[src/rtl/conv_operand_streamer.sv]
// Producer side of the a/b operand handshake for the convolution controller.
// Walks x, y, ch_in, ch_out, k_v, k_h (k_h innermost), fetching one activation and one weight per MAC.
module conv_operand_streamer #(
  parameter int unsigned FEATURE_MAP_WIDTH  = 1024,
  parameter int unsigned FEATURE_MAP_HEIGHT = 1024,
  parameter int unsigned INPUT_NB_CHANNELS  = 64,
  parameter int unsigned OUTPUT_NB_CHANNELS = 64,
  parameter int unsigned KERNEL_SIZE        = 3,
  parameter int unsigned DATA_WIDTH         = 16,
  parameter int unsigned ACT_ADDR_WIDTH     = 26,
  parameter int unsigned WGT_ADDR_WIDTH     = 16
) (
  input  logic                      clk,
  input  logic                      rst_in,
  input  logic                      start,
  output logic                      busy,
  output logic                      done,
  output logic                      act_re,
  output logic [ACT_ADDR_WIDTH-1:0] act_addr,
  input  logic [DATA_WIDTH-1:0]     act_rdata,
  output logic                      wgt_re,
  output logic [WGT_ADDR_WIDTH-1:0] wgt_addr,
  input  logic [DATA_WIDTH-1:0]     wgt_rdata,
  output logic                      a_valid,
  input  logic                      a_ready,
  output logic [DATA_WIDTH-1:0]     a_data,
  output logic                      b_valid,
  input  logic                      b_ready,
  output logic [DATA_WIDTH-1:0]     b_data
);

  localparam int unsigned XW  = (FEATURE_MAP_WIDTH  > 1) ? $clog2(FEATURE_MAP_WIDTH)  : 1;
  localparam int unsigned YW  = (FEATURE_MAP_HEIGHT > 1) ? $clog2(FEATURE_MAP_HEIGHT) : 1;
  localparam int unsigned CIW = (INPUT_NB_CHANNELS  > 1) ? $clog2(INPUT_NB_CHANNELS)  : 1;
  localparam int unsigned COW = (OUTPUT_NB_CHANNELS > 1) ? $clog2(OUTPUT_NB_CHANNELS) : 1;
  localparam int unsigned KW  = (KERNEL_SIZE        > 1) ? $clog2(KERNEL_SIZE)        : 1;
  localparam int          PAD = int'(KERNEL_SIZE / 2);

  localparam logic [XW-1:0]  X_LAST  = XW'(FEATURE_MAP_WIDTH - 1);
  localparam logic [YW-1:0]  Y_LAST  = YW'(FEATURE_MAP_HEIGHT - 1);
  localparam logic [CIW-1:0] CI_LAST = CIW'(INPUT_NB_CHANNELS - 1);
  localparam logic [COW-1:0] CO_LAST = COW'(OUTPUT_NB_CHANNELS - 1);
  localparam logic [KW-1:0]  K_LAST  = KW'(KERNEL_SIZE - 1);

  typedef enum logic [2:0] {
    S_IDLE, S_ISSUE_A, S_CAPT_A, S_SEND_A, S_ISSUE_B, S_CAPT_B, S_SEND_B, S_DONE
  } state_t;

  state_t r_state;

  logic [XW-1:0]  r_x,  w_nx,  w_sx;
  logic [YW-1:0]  r_y,  w_ny,  w_sy;
  logic [CIW-1:0] r_ci, w_nci, w_sci;
  logic [COW-1:0] r_co, w_nco, w_sco;
  logic [KW-1:0]  r_kv, w_nkv, w_skv;
  logic [KW-1:0]  r_kh, w_nkh, w_skh;
  logic           w_last;

  logic                      r_pad, w_pad, w_use_nxt;
  int                        w_xx, w_yy;
  logic [ACT_ADDR_WIDTH-1:0] w_act_addr;
  logic [WGT_ADDR_WIDTH-1:0] w_wgt_addr;

  logic                      r_busy, r_done, r_act_re, r_wgt_re;
  logic [ACT_ADDR_WIDTH-1:0] r_act_addr;
  logic [WGT_ADDR_WIDTH-1:0] r_wgt_addr;
  logic                      r_a_valid, r_b_valid;
  logic [DATA_WIDTH-1:0]     r_a_data, r_b_data;

  // Loop-nest increment: k_h first, carries ripple outward to x.
  always_comb begin
    w_nx  = r_x;
    w_ny  = r_y;
    w_nci = r_ci;
    w_nco = r_co;
    w_nkv = r_kv;
    w_nkh = r_kh;
    w_last = (r_kh == K_LAST) && (r_kv == K_LAST) && (r_co == CO_LAST) &&
             (r_ci == CI_LAST) && (r_y == Y_LAST) && (r_x == X_LAST);
    if (r_kh != K_LAST) begin
      w_nkh = r_kh + KW'(1);
    end else begin
      w_nkh = '0;
      if (r_kv != K_LAST) begin
        w_nkv = r_kv + KW'(1);
      end else begin
        w_nkv = '0;
        if (r_co != CO_LAST) begin
          w_nco = r_co + COW'(1);
        end else begin
          w_nco = '0;
          if (r_ci != CI_LAST) begin
            w_nci = r_ci + CIW'(1);
          end else begin
            w_nci = '0;
            if (r_y != Y_LAST) begin
              w_ny = r_y + YW'(1);
            end else begin
              w_ny = '0;
              w_nx = (r_x != X_LAST) ? r_x + XW'(1) : '0;
            end
          end
        end
      end
    end
  end

  // Addresses are computed for the MAC about to be issued: the next one when leaving SEND_B.
  always_comb begin
    w_use_nxt = (r_state == S_SEND_B);
    w_sx  = w_use_nxt ? w_nx  : r_x;
    w_sy  = w_use_nxt ? w_ny  : r_y;
    w_sci = w_use_nxt ? w_nci : r_ci;
    w_sco = w_use_nxt ? w_nco : r_co;
    w_skv = w_use_nxt ? w_nkv : r_kv;
    w_skh = w_use_nxt ? w_nkh : r_kh;
    w_xx  = int'(w_sx) + int'(w_skh) - PAD;
    w_yy  = int'(w_sy) + int'(w_skv) - PAD;
    w_pad = (w_xx < 0) || (w_yy < 0) ||
            (w_xx >= int'(FEATURE_MAP_WIDTH)) || (w_yy >= int'(FEATURE_MAP_HEIGHT));
    w_act_addr = ACT_ADDR_WIDTH'((64'(w_yy) * 64'(FEATURE_MAP_WIDTH) + 64'(w_xx)) *
                                 64'(INPUT_NB_CHANNELS) + 64'(w_sci));
    w_wgt_addr = WGT_ADDR_WIDTH'((((32'(w_sco) * INPUT_NB_CHANNELS + 32'(w_sci)) *
                                   KERNEL_SIZE + 32'(w_skv)) * KERNEL_SIZE) + 32'(w_skh));
  end

  always_ff @(posedge clk) begin
    if (rst_in) begin
      r_state    <= S_IDLE;
      r_x        <= '0;
      r_y        <= '0;
      r_ci       <= '0;
      r_co       <= '0;
      r_kv       <= '0;
      r_kh       <= '0;
      r_pad      <= 1'b0;
      r_busy     <= 1'b0;
      r_done     <= 1'b0;
      r_act_re   <= 1'b0;
      r_act_addr <= '0;
      r_wgt_re   <= 1'b0;
      r_wgt_addr <= '0;
      r_a_valid  <= 1'b0;
      r_a_data   <= '0;
      r_b_valid  <= 1'b0;
      r_b_data   <= '0;
    end else begin
      r_done     <= 1'b0;
      r_act_re   <= 1'b0;
      r_act_addr <= '0;
      r_wgt_re   <= 1'b0;
      r_wgt_addr <= '0;
      case (r_state)
        S_IDLE: begin
          if (start) begin
            r_state    <= S_ISSUE_A;
            r_busy     <= 1'b1;
            r_pad      <= w_pad;
            r_act_re   <= !w_pad;
            r_act_addr <= w_pad ? '0 : w_act_addr;
          end
        end
        S_ISSUE_A: r_state <= S_CAPT_A;
        S_CAPT_A: begin
          r_state   <= S_SEND_A;
          r_a_valid <= 1'b1;
          r_a_data  <= r_pad ? '0 : act_rdata;
        end
        S_SEND_A: begin
          if (r_a_valid && a_ready) begin
            r_state    <= S_ISSUE_B;
            r_a_valid  <= 1'b0;
            r_wgt_re   <= 1'b1;
            r_wgt_addr <= w_wgt_addr;
          end
        end
        S_ISSUE_B: r_state <= S_CAPT_B;
        S_CAPT_B: begin
          r_state   <= S_SEND_B;
          r_b_valid <= 1'b1;
          r_b_data  <= wgt_rdata;
        end
        S_SEND_B: begin
          if (r_b_valid && b_ready) begin
            r_b_valid <= 1'b0;
            r_x       <= w_nx;
            r_y       <= w_ny;
            r_ci      <= w_nci;
            r_co      <= w_nco;
            r_kv      <= w_nkv;
            r_kh      <= w_nkh;
            if (w_last) begin
              r_state <= S_DONE;
              r_done  <= 1'b1;
            end else begin
              r_state    <= S_ISSUE_A;
              r_pad      <= w_pad;
              r_act_re   <= !w_pad;
              r_act_addr <= w_pad ? '0 : w_act_addr;
            end
          end
        end
        S_DONE: begin
          r_state <= S_IDLE;
          r_busy  <= 1'b0;
        end
        default: r_state <= S_IDLE;
      endcase
    end
  end

  assign busy     = r_busy;
  assign done     = r_done;
  assign act_re   = r_act_re;
  assign act_addr = r_act_addr;
  assign wgt_re   = r_wgt_re;
  assign wgt_addr = r_wgt_addr;
  assign a_valid  = r_a_valid;
  assign a_data   = r_a_data;
  assign b_valid  = r_b_valid;
  assign b_data   = r_b_data;

endmodule
[config.mk]
export PLATFORM = sky130hd
export DESIGN_NAME = conv_operand_streamer
export DESIGN_NICKNAME = d
export VERILOG_FILES = /design/src/rtl/conv_operand_streamer.sv
export SDC_FILE = /design/constraint.sdc
export NUM_CORES = 1
export LEC_CHECK = 0
export ABC_AREA = 1
export ABC_CLOCK_PERIOD_IN_PS = 14400
export BUFFER_PORTS_ARGS = -buffer_cell sky130_fd_sc_hd__clkbuf_2
export CORE_MARGIN = 2
export CORE_UTILIZATION = 55
export CTS_BUF_LIST = sky130_fd_sc_hd__clkbuf_4
export DETAILED_ROUTE_END_ITERATION = 7
export GPL_TIMING_DRIVEN = 0
export PLACE_DENSITY = 0.77
export SLEW_MARGIN = 20
export SYNTH_ARGS = -nofsm -noshare
export SYNTH_HDL_FRONTEND = slang
export SYNTH_SLANG_ARGS = --single-unit
[constraint.sdc]
create_clock -name clk -period 14.4 [get_ports clk]
set_clock_uncertainty 0.05 [all_clocks]
set_input_delay 0.72 -clock clk [delete_from_list [all_inputs] [get_ports clk]]
set_output_delay 0.72 -clock clk [all_outputs]
set_load 0.005 [all_outputs]
==> results.yml <==
run_status:
  outcome: "complete, no violations"
worst_setup_path:
  path_delay_family: "adder cells"
  crit_path_frequent_cell: "sky130_fd_sc_hd__nand2_1"
  startpoint_type: "flop"
  worstSetupStartpoint: "r_state[1]$_SDFFE_PP0P_"
  worst-path-buf-inv: 6
  setup.worst_path.end_class: "flop"
  worst_ep_required_time_ns: 14.83
  timing.critical_path.depth: 27
  critical_setup_path_kind: "flop to flop"
  critical_path.max_fanout: 10
  worst_r2r_path_depth: 27
  critical_path.max_stage_delay_ns: 0.50
  critPathSlowestCell: "sky130_fd_sc_hd__fa_1"
  crit-reg2reg-launch: "r_state[1]$_SDFFE_PP0P_"
  setup.worst_path.end: "wgt_addr[11]$_SDFF_PP0_"
  timing.rr.end: "wgt_addr[11]$_SDFF_PP0_"
  worst-endpoint-arrival_ns: 5.97
  r2r_setup_slack_ns: 8.86
synthesis:
  postSynthNetCount: 1271
  ys_warn_count: 0
  synth_common_cells: "187 x sky130_fd_sc_hd__nand2_1, 172 x sky130_fd_sc_hd__inv_1, 120 x sky130_fd_sc_hd__a21oi_1, 120 x sky130_fd_sc_hd__dfxtp_1, 106 x sky130_fd_sc_hd__o21ai_0"
  post_synth_instance_area_mm2: 0.00812
  synth_top_cells_by_area: "sky130_fd_sc_hd__dfxtp_1 30%, sky130_fd_sc_hd__ha_1 14%, sky130_fd_sc_hd__nand2_1 8.6%"
  synth-edff-count: 0
  dominant_synthesized_flop_cell: "sky130_fd_sc_hd__dfxtp_1"
  synthesis.area_per_instance_um2: 7.13
  synthDominantAreaCellType: "sky130_fd_sc_hd__dfxtp_1"
  asyncSetResetFlopFracSynth_pct: 0
  synth.lib_cells_used.distinct: 43
  post-synth-top-count-cell: "sky130_fd_sc_hd__nand2_1"
  seq_area_frac_synth_pct: 29.6
  synthesized_instance_count: 1139
  synth_top_area_share_pct: 29.6
  synth_seq_cells: 120
die:
  start_util_pct: 56.1
  design.portCount: 117
  core.rowCount: 44
  die_area_mm2: 0.0158
  dieWidth_um: 126
  die_h_um: 126
  coreArea_mm2: 0.0145
routing:
  detailedRoute.firstIterationViolations: 570
  routed-via-count: 7655
  firstDrtPassIters: 5
  detail_route.drc_violations: 0
  final_routed_wirelength_um: 18900
  drt.antenna.violating_nets: 0
  post_drt_via_cell_ratio: 5.20
  routed_wire_length_per_instance_um: 12.9
power_and_ir_drop:
  leakage_power_total_nw: 4.56
  totalPowerFinal_w: 0.000709
  vdd.ir_drop.worst_mv: 0.0785
  power_density_mw_per_mm2: 76.8
min_path:
  worst_hold_path_type: "primary input to flop"
  whs_path_depth: 3
  min-delay-start: "act_rdata[15]"
job:
  maxCapViolCount: 0
clock_network:
  cts.hold.buffers_added: 0
  cts_sink_cnt: 120
  postCtsSetupBuffers: 0
  tritoncts: "yes"
  clock_path_buffers: 2
  cts_root_buffer: "sky130_fd_sc_hd__clkbuf_4"
  cts_buffers: 17
  cts_resized: 0
  cts.reportedPaths.clkPinSlew_ns: 0.12
  clock_latency_ns: 0.56
  htreeDepth: 4
timing:
  totalNegativeSetupSlack_ns: 0
  max_freq_ghz: 0.181
  period_share_pct: 38.4
  timing_hold_violations_final: 0
  worst_slack_ns: 8.86
  relSlewSlack_pct: 49.6
  final-setup-viol-count: 0
  report.final.slew_viol_count: 0
  post-route-min-period_ns: 5.54
  rsz0062_at_grt: "false"
  max_slew.worst_pin.slew_ns: 0.753
cells_and_area:
  number_of_nets_in_the_final_layout: 1405
  finalCoreUtilization_pct: 63.8
  growth_of_design_area_from_synthesis_to_finish_pct: 13.6
  share_of_final_layout_standard_cells_stronger_than_drive_strength_1_pct: 16.3
placed_design:
  post-dp-hpwl_um: 14600
  buffer_ports.inserted: 115
  routabilityCongestion: 0.921
  pre_cts_slack_ns: 8.97
global_route:
  gr-usage-met1_pct: 33.9
  grt_pass1_vias: 6920
  grt_pass1_wl_um: 32100
  global_route.usage.met3_pct: 6.72
  grt_start_max_net_pins: 17
  groute.layer.met2.usage_pct: 37.7
  globalRoute.busiestLayer: "met2"
  grt_antenna_before_repair: 1
  globalRouteTotalUtil_pct: 24.7
  grt_overflow: 0
## layer usage
layer | routed length, um | share of wire [%]
met1 | 9130 | 48
met2 | 7920 | 42
met3 | 1540 | 8.1
met4 | 361 | 1.9
met5 | 0 | 0
## where the power goes
part,internal [W],switching [W]
logic,0.0000396,0.0000621
registers,0.000340,0.00000552
clock network,0.000122,0.000140
## cell families after synthesis
kind of cell    count (synthesis)  share of synthesized area, %
mux                             2                         0.246
buf+inv                       213                          10.1
fa+ha+maj                      95                          15.3
compound gates                260                          17.0
xor+xnor                       44                          4.74
flops                         120                          29.6
simple gates                  405                          23.0
## placed cells by master (no fill, tap or decap), types with 4 or more instances in the layout
| master | instances |
|---|---|
| sky130_fd_sc_hd__clkbuf_4 | 19 |
| sky130_fd_sc_hd__nand2_1 | 187 |
| sky130_fd_sc_hd__nor2_1 | 60 |
| sky130_fd_sc_hd__xor2_1 | 34 |
| sky130_fd_sc_hd__nand4_1 | 11 |
| sky130_fd_sc_hd__clkbuf_1 | 28 |
| sky130_fd_sc_hd__ha_1 | 88 |
| sky130_fd_sc_hd__fa_1 | 7 |
| sky130_fd_sc_hd__o21ai_0 | 106 |
| sky130_fd_sc_hd__dfxtp_1 | 120 |
| sky130_fd_sc_hd__xnor2_1 | 10 |
| sky130_fd_sc_hd__inv_2 | 8 |
| sky130_fd_sc_hd__o31ai_1 | 4 |
| sky130_fd_sc_hd__clkbuf_2 | 115 |
| sky130_fd_sc_hd__nor2_2 | 26 |
| sky130_fd_sc_hd__nand2_2 | 8 |
| sky130_fd_sc_hd__inv_1 | 172 |
| sky130_fd_sc_hd__nor3_1 | 12 |
| sky130_fd_sc_hd__or2_2 | 5 |
| sky130_fd_sc_hd__a21o_1 | 5 |
| sky130_fd_sc_hd__a31oi_1 | 7 |
| sky130_fd_sc_hd__o21bai_1 | 5 |
| sky130_fd_sc_hd__a21oi_1 | 120 |
| sky130_fd_sc_hd__clkinvlp_4 | 4 |
| sky130_fd_sc_hd__nand3b_1 | 4 |
| sky130_fd_sc_hd__nor2_4 | 5 |
| sky130_fd_sc_hd__nand3_1 | 78 |
## area by class of cell
| type | instances | area, um2 |
|---|---|---|
| Clock buffer | 19 | 143 |
| Buffer | 32 | 143 |
| Clock inverter | 13 | 155 |
| Inverter | 181 | 679 |
| Sequential cell | 120 | 2400 |
| Fill cell | 1375 | 5250 |
| Timing Repair Buffer | 115 | 576 |
| Multi-Input combinational cell | 806 | 4900 |
| Tap cell | 184 | 230 |
| Antenna cell | 2 | 5.00 |
## sequential cells by signal (all words and copies together) (netlist names), 2 cells and up
name	count
act_addr	26
a_data	16
r_ci	6
r_x	10
r_kv	2
r_y	10
r_co	6
wgt_addr	16
r_kh	2
r_state	3
b_data	16
## tightest hold or removal path: stages
cell and delay, ns:
sky130_fd_sc_hd__clkbuf_2 0.08, sky130_fd_sc_hd__nand3_1 0.07, sky130_fd_sc_hd__a21oi_1 0.06
## worst min-delay path by stage
stage                                          to  slack, ns
after global placement     b_data[7]$_SDFFE_PP0P_       0.38
after detailed placement   b_data[4]$_SDFFE_PP0P_       0.39
after floorplan            b_data[0]$_SDFFE_PP0P_       0.39
after CTS                  a_data[4]$_SDFFE_PP0P_       0.32
after global routing       a_data[4]$_SDFFE_PP0P_       0.31
final                     a_data[15]$_SDFFE_PP0P_       0.35
## metrics by stage
stage | area, um2 | hold slack [ns] | instances
2_1_floorplan | 8120 | 0.390 | 1139
3_3_place_gp | 8930 | 0.381 | 1438
3_5_place_dp | 8930 | 0.388 | 1438
4_1_cts | 9230 | 0.317 | 1470
5_1_grt | 9230 | 0.312 | 1472
6_report | 9230 | 0.349 | 1472
Power figures use the tool's default switching activity.
